File: src/rtl/wrr_burst_arbiter.sv
// -----------------------------------------------------------------------------
// wrr_burst_arbiter
//   Weighted round-robin arbiter for three burst requesters (A=0, B=1, C=2).
//   A granted requester keeps its tenure until it has moved a number of beats
//   equal to its latched weight (0 counts as 1), or until it drops its request.
//   At release the round-robin pointer moves to owner+1, and the next owner is
//   chosen from that new search order at the same edge, so there is no gap
//   between back-to-back grants.
//
// Ports
//   CLK          : clock, all state on rising edge
//   ASynReset_N  : asynchronous active-low reset
//   i_Req        : per-requester request level
//   i_Weight_A/B/C : beats allowed per tenure (WW bits each)
//   i_Ready      : downstream accepts a beat this cycle
//   o_Grant      : registered one-hot grant (or zero)
//   o_GrantVld   : registered OR of o_Grant
//   o_Owner      : registered index of the granted requester, 0 when idle
//   o_BeatCnt    : registered beats completed in the current tenure
// -----------------------------------------------------------------------------
module wrr_burst_arbiter #(
  parameter int unsigned WW   = 4,
  parameter int unsigned NREQ = 3
) (
  input  logic            CLK,
  input  logic            ASynReset_N,
  input  logic [NREQ-1:0] i_Req,
  input  logic [WW-1:0]   i_Weight_A,
  input  logic [WW-1:0]   i_Weight_B,
  input  logic [WW-1:0]   i_Weight_C,
  input  logic            i_Ready,
  output logic [NREQ-1:0] o_Grant,
  output logic            o_GrantVld,
  output logic [1:0]      o_Owner,
  output logic [WW-1:0]   o_BeatCnt
);

  typedef enum logic {
    ST_IDLE  = 1'b0,
    ST_GRANT = 1'b1
  } state_t;

  state_t          r_State;
  logic [1:0]      r_Ptr;
  logic [1:0]      r_Owner;
  logic [NREQ-1:0] r_Grant;
  logic            r_GrantVld;
  logic [WW-1:0]   r_BeatCnt;
  logic [WW-1:0]   r_Limit;
  // Cleared by reset and set at the first edge afterwards; holds off the
  // first grant until the second rising edge out of reset.
  logic            r_Armed;

  state_t          w_StateNxt;
  logic [1:0]      w_PtrNxt;
  logic [1:0]      w_OwnerNxt;
  logic [NREQ-1:0] w_GrantNxt;
  logic [WW-1:0]   w_BeatCntNxt;
  logic [WW-1:0]   w_LimitNxt;

  logic            w_InGrant;
  logic            w_Beat;
  logic            w_LastBeat;
  logic            w_OwnerDrop;
  logic            w_Release;
  logic [1:0]      w_SearchPtr;
  logic [2:0]      w_Pick;
  logic            w_PickVld;
  logic [1:0]      w_PickIdx;

  // Index following idx in the modulo-3 search ring.
  function automatic logic [1:0] f_next_idx(input logic [1:0] idx);
    return (idx == 2'd2) ? 2'd0 : idx + 2'd1;
  endfunction

  // First requesting index starting at ptr; result is {found, index}.
  function automatic logic [2:0] f_pick(input logic [1:0]      ptr,
                                        input logic [NREQ-1:0] req);
    logic [1:0] idx;
    logic [1:0] sel;
    logic       found;
    idx   = ptr;
    sel   = '0;
    found = 1'b0;
    for (int unsigned k = 0; k < NREQ; k++) begin
      if (!found && req[idx]) begin
        found = 1'b1;
        sel   = idx;
      end
      idx = f_next_idx(idx);
    end
    return {found, sel};
  endfunction

  // Beat limit for a new tenure; a zero weight still allows one beat.
  function automatic logic [WW-1:0] f_limit(input logic [1:0]    idx,
                                            input logic [WW-1:0] wa,
                                            input logic [WW-1:0] wb,
                                            input logic [WW-1:0] wc);
    logic [WW-1:0] w;
    case (idx)
      2'd0:    w = wa;
      2'd1:    w = wb;
      default: w = wc;
    endcase
    return (w == '0) ? WW'(1) : w;
  endfunction

  // ---------------------------------------------------------------------------
  // Release detection and next-owner search
  // ---------------------------------------------------------------------------
  assign w_InGrant   = (r_State == ST_GRANT);
  assign w_Beat      = w_InGrant && i_Req[r_Owner] && i_Ready;
  assign w_LastBeat  = w_Beat && ((r_BeatCnt + WW'(1)) == r_Limit);
  assign w_OwnerDrop = w_InGrant && !i_Req[r_Owner];
  assign w_Release   = w_LastBeat || w_OwnerDrop;

  // On release the search starts after the old owner, so the old owner is
  // considered last; otherwise (idle) it starts at the stored pointer.
  assign w_SearchPtr = w_Release ? f_next_idx(r_Owner) : r_Ptr;
  assign w_Pick      = f_pick(w_SearchPtr, i_Req);
  assign w_PickVld   = w_Pick[2];
  assign w_PickIdx   = w_Pick[1:0];

  // ---------------------------------------------------------------------------
  // Next-state / next-output logic
  // ---------------------------------------------------------------------------
  always_comb begin
    w_StateNxt   = r_State;
    w_PtrNxt     = r_Ptr;
    w_OwnerNxt   = r_Owner;
    w_GrantNxt   = r_Grant;
    w_BeatCntNxt = r_BeatCnt;
    w_LimitNxt   = r_Limit;

    case (r_State)
      ST_IDLE: begin
        if (r_Armed && w_PickVld) begin
          w_StateNxt   = ST_GRANT;
          w_OwnerNxt   = w_PickIdx;
          w_GrantNxt   = NREQ'(1) << w_PickIdx;
          w_BeatCntNxt = '0;
          w_LimitNxt   = f_limit(w_PickIdx, i_Weight_A, i_Weight_B, i_Weight_C);
        end
      end

      ST_GRANT: begin
        if (w_Release) begin
          w_PtrNxt     = w_SearchPtr;
          w_BeatCntNxt = '0;
          if (w_PickVld) begin
            w_StateNxt = ST_GRANT;
            w_OwnerNxt = w_PickIdx;
            w_GrantNxt = NREQ'(1) << w_PickIdx;
            w_LimitNxt = f_limit(w_PickIdx, i_Weight_A, i_Weight_B, i_Weight_C);
          end else begin
            w_StateNxt = ST_IDLE;
            w_OwnerNxt = '0;
            w_GrantNxt = '0;
          end
        end else if (w_Beat) begin
          w_BeatCntNxt = r_BeatCnt + WW'(1);
        end
      end

      default: begin
        w_StateNxt   = ST_IDLE;
        w_OwnerNxt   = '0;
        w_GrantNxt   = '0;
        w_BeatCntNxt = '0;
      end
    endcase
  end

  // ---------------------------------------------------------------------------
  // State register
  // ---------------------------------------------------------------------------
  always_ff @(posedge CLK or negedge ASynReset_N) begin
    if (!ASynReset_N) begin
      r_State    <= ST_IDLE;
      r_Ptr      <= '0;
      r_Owner    <= '0;
      r_Grant    <= '0;
      r_GrantVld <= 1'b0;
      r_BeatCnt  <= '0;
      r_Limit    <= '0;
      r_Armed    <= 1'b0;
    end else begin
      r_State    <= w_StateNxt;
      r_Ptr      <= w_PtrNxt;
      r_Owner    <= w_OwnerNxt;
      r_Grant    <= w_GrantNxt;
      r_GrantVld <= |w_GrantNxt;
      r_BeatCnt  <= w_BeatCntNxt;
      r_Limit    <= w_LimitNxt;
      r_Armed    <= 1'b1;
    end
  end

  assign o_Grant    = r_Grant;
  assign o_GrantVld = r_GrantVld;
  assign o_Owner    = r_Owner;
  assign o_BeatCnt  = r_BeatCnt;

endmodule

File: config.mk
export PLATFORM = sky130hd
export DESIGN_NAME = wrr_burst_arbiter
export DESIGN_NICKNAME = d
export VERILOG_FILES = /design/src/rtl/wrr_burst_arbiter.sv
export SDC_FILE = /design/constraint.sdc
export NUM_CORES = 1
export LEC_CHECK = 0
export BUFFER_PORTS_ARGS = -buffer_cell sky130_fd_sc_hd__buf_2
export CAP_MARGIN = 20
export CORE_MARGIN = 3
export CORE_UTILIZATION = 46
export DETAILED_ROUTE_END_ITERATION = 10
export GPL_TIMING_DRIVEN = 0
export PLACE_DENSITY = 0.74
export SLEW_MARGIN = 25
export SYNTH_ARGS = -nofsm -noshare
export SYNTH_HDL_FRONTEND = slang
export SYNTH_SLANG_ARGS = --single-unit
File: constraint.sdc
create_clock -name CLK -period 3.11 [get_ports CLK]
set_input_delay 0.4665 -clock CLK [delete_from_list [all_inputs] [get_ports CLK]]
set_output_delay 0.4665 -clock CLK [all_outputs]
set_load 0.01 [all_outputs]
==> results of run 1 <==
==> cell usage in the layout, fill, tap and decap left out, types with 2 or more instances in the layout <==
| cell | n |
|---|---|
| sky130_fd_sc_hd__o21ai_1 | 2 |
| sky130_fd_sc_hd__xor2_1 | 2 |
| sky130_fd_sc_hd__xnor2_1 | 2 |
| sky130_fd_sc_hd__clkbuf_4 | 3 |
| sky130_fd_sc_hd__a22o_1 | 2 |
| sky130_fd_sc_hd__inv_1 | 4 |
| sky130_fd_sc_hd__nand2_1 | 17 |
| sky130_fd_sc_hd__o21ai_0 | 8 |
| sky130_fd_sc_hd__nor2_1 | 6 |
| sky130_fd_sc_hd__o31ai_1 | 5 |
| sky130_fd_sc_hd__nand3_2 | 2 |
| sky130_fd_sc_hd__a21o_1 | 4 |
| sky130_fd_sc_hd__a221o_1 | 2 |
| sky130_fd_sc_hd__buf_2 | 27 |
| sky130_fd_sc_hd__nor2b_1 | 4 |
| sky130_fd_sc_hd__nand3_1 | 2 |
| sky130_fd_sc_hd__nand2b_1 | 3 |
| sky130_fd_sc_hd__dfrtp_1 | 17 |
| sky130_fd_sc_hd__a21oi_1 | 3 |
| sky130_fd_sc_hd__mux2_2 | 2 |
==> registers in the layout (all words and copies together) (netlist names) <==
register	count
o_Owner	2
r_Armed	1
o_GrantVld	1
r_State	1
o_BeatCnt	4
o_Grant	3
r_Limit	4
r_Ptr	2
==> stage by stage <==
stage,utilization,power [mW],cell area (um2)
finish,0.621,1.14,1280
global route,0.621,1.24,1280
CTS,0.618,1.14,1270
detailed placement,0.591,0.958,1220
global placement,0.591,0.935,1220
floorplan,-,0.809,1050
==> worst register-to-register path: cells and delay by family (launching register included) <==
kind	cells	cell delay, ns
AOI/OAI and AO/OA	4	0.81
and+or+nand+nor	3	0.79
DFF	1	0.46
buffers and inverters	2	0.31
adders and majority gates	1	0.25
xor gates and xnor gates	1	0.24
==> power groups by stage <==
| stage | registers (mW) | clock network [mW] | logic [mW] |
|---|---|---|---|
| after detailed placement | 0.396 | 0 | 0.563 |
| after floorplan | 0.401 | 0 | 0.408 |
| after global routing | 0.407 | 0.160 | 0.669 |
| final | 0.393 | 0.145 | 0.598 |
| after global placement | 0.393 | 0 | 0.543 |
| after CTS | 0.392 | 0.152 | 0.594 |
==> worst min-delay path by stage <==
stage | from | endpoint | slack [ns] | cells after the start
CTS | ASynReset_N | o_BeatCnt[1]$_DFFE_PN0P_ | 0.09 | 1
global placement | ASynReset_N | o_BeatCnt[1]$_DFFE_PN0P_ | 0.42 | 1
floorplan | ASynReset_N | o_BeatCnt[0]$_DFFE_PN0P_ | 0.17 | 0
finish | ASynReset_N | o_BeatCnt[1]$_DFFE_PN0P_ | 0.08 | 1
detailed placement | ASynReset_N | o_BeatCnt[1]$_DFFE_PN0P_ | 0.42 | 1
global route | ASynReset_N | r_Armed$_DFF_PN0_ | 0.09 | 1
==> metal layers <==
layer | wire (um) | GRT usage | vias up
met5 | 0 | 0 | -
met4 | 17 | 0.0681 | 0
met3 | 128 | 0.0388 | 4
met2 | 1100 | 0.329 | 32
met1 | 1040 | 0.215 | 425
li1 | - | - | 455
==> logic make-up after synthesis <==
group | after synthesis | share of synthesized area
adder cells (fa/ha/maj) | 1 | 0.0119
flip-flops | 18 | 0.429
buffers and inverters | 6 | 0.0286
AO/OA/AOI/OAI | 34 | 0.247
XOR/XNOR | 5 | 0.0548
AND/OR/NAND/NOR | 40 | 0.194
other | 1 | 0.00357
multiplexers | 3 | 0.0310
==> what timing repair did <==
action                                 CTS  global route
endpoints found under the hold margin    0             0
setup endpoints to repair                2             1
pin swaps                                2             0
gates resized for setup                  2             1
setup buffers                            1             0
==> final cells by class <==
type	count	area [um2]
buffer	2	15.0
timing repair buffer	28	143
inverter	4	15.0
tap	27	33.8
clock buffer	4	36.3
multi-input combinational	84	586
sequential	18	452
fill	177	782
==> impl_metrics.csv, run 1 <==
group,metric,value,unit
worst_setup_path,critical_path_cell_by_cell,"ha_1 -> xnor3_1 -> nand2_2 -> o32ai_4 -> buf_4 -> or4b_1 -> and4_4 -> buf_6 -> a21o_1 -> a221o_1 -> o32ai_1",
global_routing,global_route.usage.total,0.185,
sta,timing.setup.tns,0,ns
sta,final.setup_skew,0.000542,ns
power_and_ir_drop,switching_share,0.414,
finish,final_cell_count_no_fill,167,
sta,worst_slack,0.159,ns
logic_synthesis,synth.largest_area_cell,"sky130_fd_sc_hd__dfrtp_1",
outcome,outcome,"finished, final reports clean",
worst_setup_path,worst-r2r-cell-count,11,
power_and_ir_drop,power.density,888,nW/um2
routing,detailedRoute.firstPassIterationCount,4,
power_and_ir_drop,seq_power_share,0.346,
sta,final_min_period_over_clock_period,0.949,
logic_synthesis,netlist_top_cells_count,"18 x sky130_fd_sc_hd__dfrtp_1, 17 x sky130_fd_sc_hd__nand2_1, 8 x sky130_fd_sc_hd__o21ai_0",
min_path,worst_hold_path_type,"in2async",
clocking,cts_root_buffer,"sky130_fd_sc_hd__clkbuf_4",
global_routing,grt_first_pass_wirelength,3860,um
worst_setup_path,critical_path.max_fanout,8,
sta,transition_time_at_the_pin_with_the_least_slew_margin,0.569,ns
finish,synthToLayoutAreaGrowth,21.9,%
clocking,htree_levels,1,
power_and_ir_drop,internal_power,0.666,mW
sta,fmax,339,MHz
logic_synthesis,syn_area_per_cell,9.72,um2
logic_synthesis,synth_sequential_area_ratio,0.429,
routing,initialDrtViolationCount,9,
global_routing,number_of_antenna_violations_at_the_first_check_in_global_routing,0,
routing,routedWlPerCell,13.6,um
sta,fin_crit,2.95,ns
flow_run,max_cap_viol_count,0,
worst_setup_path,critical_path.startpoint_type,"flip-flop",
logic_synthesis,ys_seq_elements,18,
logic_synthesis,async_flop_share,1.00,
logic_synthesis,synth_flop_cell,"sky130_fd_sc_hd__dfrtp_1",
finish,drive_above_1_share,0.307,
floorplan,die-height,53.8,um
floorplan,pin_count,28,
worst_setup_path,cp-endpoint,"r_Limit[0]$_DFFE_PN0P_",
worst_setup_path,critical_path_cell_count,11,
floorplan,dieArea,2890,um2
power_and_ir_drop,p_leak,0.624,nW
placement,placed_cells_incl_taps,162,
worst_setup_path,crit_required,3.31,ns
finish,antenna-diode-count,0,
logic_synthesis,yosysMostFrequentCell,"sky130_fd_sc_hd__dfrtp_1",
worst_setup_path,setup.worst_path.class,"reg2reg",
worst_setup_path,crit_start,"o_BeatCnt[0]$_DFFE_PN0P_",
routing,ant_nets_after_route,0,
routing,number_of_drc_violations_after_detailed_routing,0,
logic_synthesis,post_syn_area,1050,um2
finish,nNetsFinal,160,
routing,viasPerCell,5.49,
logic_synthesis,largest_cells_by_area_after_synthesis,"sky130_fd_sc_hd__dfrtp_1 43%, sky130_fd_sc_hd__nand2_1 6.1%, sky130_fd_sc_hd__o21ai_0 3.8%, sky130_fd_sc_hd__o31ai_1 3.6%, sky130_fd_sc_hd__a21o_1 2.9%",
global_routing,grt_max_degree,19,
clocking,cts_max_path_buffers,2,
logic_synthesis,synth.lib_cells_used.distinct,38,
worst_setup_path,timing.critical_path.slowest_cell_delay,0.47,ns
logic_synthesis,yosysTopAreaCellShare,0.429,
routing,routed-via-count,916,
global_routing,grt_overflow,0,
power_and_ir_drop,power_frac_clock,0.128,
floorplan,rows,16,
clocking,tritoncts,"built",
worst_setup_path,critical_path.slowest_cell,"sky130_fd_sc_hd__or4b_1",
sta,max-slew-margin-rel,0.617,
sta,hold_viol_final,0,
logic_synthesis,synth_enable_flop_cells,0,
global_routing,grt_pass1_vias,927,
placement,gp_congestion,0.849,
sta,final-max-slew-violation-count,0,
placement,place_ws,-0.0804,ns
logic_synthesis,post_synth_inst_count,108,
power_and_ir_drop,p_comb_frac,0.526,
power_and_ir_drop,max-vdd-ir-drop,0.000465,V
sta,hold-worst-slack,0.0837,ns
sta,grt_setup_unrepaired,"no",
floorplan,floorplan.initialDensity,0.509,
worst_setup_path,r2r_start,"o_BeatCnt[0]$_DFFE_PN0P_",
worst_setup_path,reg2reg_to,"r_Limit[0]$_DFFE_PN0P_",
floorplan,die_w,53.8,um
clocking,tritoncts.num_buffers,3,
routing,totalWireLength,2280,um
placement,portBuffers,27,
clocking,cts.hold.buffers_added,0,
placement,hpwlAfterDp,1730,um
logic_synthesis,synth.net_count,127,
worst_setup_path,critical_path.top_delay_family,"compound AO/OA/AOI/OAI gates",
worst_setup_path,kind_of_capture_point_of_the_worst_setup_path,"flip-flop",
worst_setup_path,critPathBufInv,2,
worst_setup_path,critical_path_arrival,3.15,ns
clocking,cts_sinks,18,
sta,setup_violators_final,0,
clocking,worst_setup_hold_path_clk_slew,0.11,ns
logic_synthesis,ys_warn_count,0,
power_and_ir_drop,p_sw,0.471,mW
floorplan,core_region_area,2060,um2
worst_setup_path,setup.reg_to_reg.worst_slack,0.16,ns
clocking,clk_latency,0.29,ns
Power figures use the tool's default switching activity.
==> run 2, diff against run 1 <==
- ABC_AREA: not set -> 1
- CORE_UTILIZATION: 46 -> 48
- HOLD_SLACK_MARGIN: not set -> 0.12
- SLEW_MARGIN: 25 -> not set
==> impl_metrics.csv, run 2 <==
group,metric,value,unit
power_and_ir_drop,report.power.total,1.70,mW
worst_setup_path,timing.critical_path.slowest_cell_delay,0.46,ns
sta,final_min_period_over_clock_period,0.859,
logic_synthesis,yosysMostFrequentCell,"sky130_fd_sc_hd__nand2_1",
power_and_ir_drop,power_frac_clock,0.071,
worst_setup_path,critical_path.slowest_cell,"sky130_fd_sc_hd__dfrtp_1",
worst_setup_path,critical_path.max_fanout,9,
floorplan,core_region_area,2540,um2
logic_synthesis,synth_sequential_area_ratio,0.344,
min_path,min_path_cells,5,
worst_setup_path,reg2reg_to,"o_GrantVld$_DFF_PN0_",
power_and_ir_drop,seq_power_share,0.234,
logic_synthesis,syn_area_per_cell,7.40,um2
power_and_ir_drop,power.density,1120,nW/um2
finish,most-common-layout-cells,"48 x sky130_fd_sc_hd__nand2_1, 27 x sky130_fd_sc_hd__inv_1, 27 x sky130_fd_sc_hd__buf_2",
sta,timing.setup.tns,0,ns
clocking,tritoncts,"built",
worst_setup_path,worst-r2r-cell-count,19,
clocking,tritoncts.num_buffers,3,
clocking,clk_latency,0.30,ns
logic_synthesis,netlist_top_cells_count,"48 x sky130_fd_sc_hd__nand2_1, 27 x sky130_fd_sc_hd__inv_1, 18 x sky130_fd_sc_hd__dfrtp_1",
min_path,worst_hold_path_type,"in2reg",
routing,initialDrtViolationCount,60,
floorplan,die_w,58.2,um
sta,hold_viol_final,0,
logic_synthesis,post_synth_inst_count,177,
routing,detailedRoute.firstPassIterationCount,4,
power_and_ir_drop,internal_power,0.780,mW
worst_setup_path,critical_path_arrival,2.87,ns
sta,max-slew-margin-rel,0.556,
clocking,cts_root_buffer,"sky130_fd_sc_hd__clkbuf_4",
min_path,holdCritStartpoint,"i_Weight_A[0]",
logic_synthesis,synth.net_count,196,
global_routing,grt_pass1_vias,1167,
logic_synthesis,async_flop_share,1.00,
sta,transition_time_at_the_pin_with_the_least_slew_margin,0.664,ns
sta,final.setup_skew,0.00193,ns
worst_setup_path,setup.reg_to_reg.worst_slack,0.44,ns
clocking,cts_max_path_buffers,2,
floorplan,die-height,58.2,um
finish,fillCellCount,244,
routing,routedWlPerCell,11.8,um
clocking,worst_setup_hold_path_clk_slew,0.10,ns
worst_setup_path,r2r_start,"o_BeatCnt[0]$_DFFE_PN0P_",
placement,place_ws,0.443,ns
power_and_ir_drop,switching_share,0.541,
clocking,htree_levels,1,
finish,most_frequent_standard_cell_in_the_layout_excluding_fill_and_tap_cells,"sky130_fd_sc_hd__nand2_1",
global_routing,grt_max_degree,19,
worst_setup_path,kind_of_capture_point_of_the_worst_setup_path,"flip-flop",
sta,grt_setup_unrepaired,"no",
floorplan,pin_count,28,
worst_setup_path,critical_path.startpoint_type,"flip-flop",
flow_run,max_cap_viol_count,0,
sta,fin_crit,2.67,ns
finish,multi_input_area,736,um2
routing,viasPerCell,5.06,
power_and_ir_drop,p_leak,0.827,nW
global_routing,number_of_antenna_violations_at_the_first_check_in_global_routing,0,
global_routing,grt_first_pass_wirelength,4810,um
sta,worst_slack,0.437,ns
logic_synthesis,yosysTopAreaCellShare,0.344,
routing,ant_nets_after_route,0,
outcome,outcome,"finished, final reports clean",
placement,hpwlAfterDp,2270,um
logic_synthesis,synth_enable_flop_cells,0,
finish,synthToLayoutAreaGrowth,15.7,%
placement,gp_congestion,0.786,
routing,number_of_drc_violations_after_detailed_routing,0,
logic_synthesis,largest_cells_by_area_after_synthesis,"sky130_fd_sc_hd__dfrtp_1 34%, sky130_fd_sc_hd__nand2_1 14%, sky130_fd_sc_hd__inv_1 7.7%, sky130_fd_sc_hd__nand3_1 6.5%, sky130_fd_sc_hd__nand2_4 5.2%",
clocking,ctsResizeCount,0,
global_routing,globalRouteMet2Util,0.326,
finish,antenna-diode-count,0,
floorplan,floorplan.initialDensity,0.515,
logic_synthesis,ys_warn_count,0,
worst_setup_path,crit_required,3.31,ns
finish,postLayoutCoreUtil,0.595,
global_routing,grt_use_met1,0.223,
global_routing,grt-busiest-layer,"met2",
finish,regArea,450,um2
logic_synthesis,post_syn_area,1310,um2
worst_setup_path,setup.worst_path.class,"reg2reg",
routing,totalWireLength,2800,um
finish,drive_above_1_share,0.327,
global_routing,global_route.usage.total,0.185,
power_and_ir_drop,p_sw,0.919,mW
sta,final-max-slew-violation-count,0,
routing,routed-via-count,1204,
finish,nNetsFinal,229,
floorplan,rows,18,
worst_setup_path,critical_path_cell_by_cell,"ha_1 -> a21oi_1 -> nand3_1 -> nor2_2 -> nand3_4 -> nand2_4 -> nand2_4 -> nand2_4 -> inv_4 -> nand2_2 -> nand2_1 -> nor2_2 -> nand3_2 -> o21ai_2 -> nor2_8 -> nand2_1 -> nand2_2 -> nor2_1 -> nand2_1",
power_and_ir_drop,p_comb_frac,0.694,
placement,portBuffers,27,
placement,postPlaceCellArea,1480,um2
power_and_ir_drop,max-vdd-ir-drop,0.000611,V
clocking,cts_sinks,18,
sta,fmax,374,MHz
finish,stdcell_area,1520,um2
floorplan,dieArea,3390,um2
logic_synthesis,synth.lib_cells_used.distinct,27,
logic_synthesis,synth_flop_cell,"sky130_fd_sc_hd__dfrtp_1",
sta,setup_violators_final,0,
global_routing,grt_use_met3,0.0200,
logic_synthesis,synth.largest_area_cell,"sky130_fd_sc_hd__dfrtp_1",
logic_synthesis,ys_seq_elements,18,
min_path,hold_end,"r_Limit[0]$_DFFE_PN0P_",
global_routing,grt_overflow,0,
-- run 2: power groups by stage --
| stage | sequential [mW] | combinational (mW) | clock [mW] |
|---|---|---|---|
| floorplan | 0.410 | 0.927 | 0 |
| global placement | 0.396 | 1.14 | 0 |
| detailed placement | 0.402 | 1.18 | 0 |
| CTS | 0.397 | 1.19 | 0.123 |
| global route | 0.409 | 1.33 | 0.132 |
| finish | 0.398 | 1.18 | 0.121 |
-- run 2: worst max-delay path, delay by kind of cell, from the launching register on --
kind                       cells  cell delay [ns]
AOI/OAI and AO/OA              2             0.29
adders and majority gates      1             0.36
buffers and inverters          1             0.06
DFF                            1             0.46
and+or+nand+nor               15             1.40
-- run 2: logic make-up after synthesis --
family / count (synthesis) / synth area share
AO/OA/AOI/OAI: 16 / 0.0850
adder cells (fa/ha/maj): 1 / 0.00955
buffers and inverters: 32 / 0.0946
flip-flops: 18 / 0.344
other: 1 / 0.00286
AND/OR/NAND/NOR: 109 / 0.464
-- run 2: worst max path at each step --
| stage | from | end | slack (ns) | cells after the start |
|---|---|---|---|---|
| after global routing | o_BeatCnt[0]$_DFFE_PN0P_ | o_GrantVld$_DFF_PN0_ | 0.16 | 19 |
| after global placement | o_BeatCnt[0]$_DFFE_PN0P_ | o_GrantVld$_DFF_PN0_ | 0.51 | 19 |
| after CTS | o_BeatCnt[0]$_DFFE_PN0P_ | o_GrantVld$_DFF_PN0_ | 0.44 | 19 |
| final | o_BeatCnt[0]$_DFFE_PN0P_ | o_GrantVld$_DFF_PN0_ | 0.44 | 19 |
| after detailed placement | o_BeatCnt[0]$_DFFE_PN0P_ | o_GrantVld$_DFF_PN0_ | 0.44 | 19 |
| after floorplan | o_BeatCnt[0]$_DFFE_PN0P_ | o_GrantVld$_DFF_PN0_ | 0.69 | 19 |
-- run 2: per-layer routing --
metal	routed length [um]	vias up	share of wire
li1	-	620	-
met1	1260	542	0.45
met2	1350	35	0.48
met3	127	7	0.045
met4	59	0	0.021
met5	0	-	0
-- run 2: timing repair --
item | in CTS | in global routing
hold endpoints to repair | 18 | 0
setup endpoints to repair | 0 | 0
hold buffers | 1 | 0
buffers inserted | 0 | 0
-- run 2: area by class of cell --
cell class / instances / area share
Sequential cell: 18 / 0.297
Inverter: 32 / 0.0818
Timing Repair Buffer: 28 / 0.0958
Clock buffer: 3 / 0.0149
Tap cell: 30 / 0.0248
Multi-Input combinational cell: 127 / 0.486
-- run 2: stage by stage --
stage                     hold WS, ns  cells
after detailed placement        0.425    234
after CTS                       0.479    238
after floorplan                 0.171    177
after global routing            0.508    238
final                           0.479    238
after global placement          0.415    234
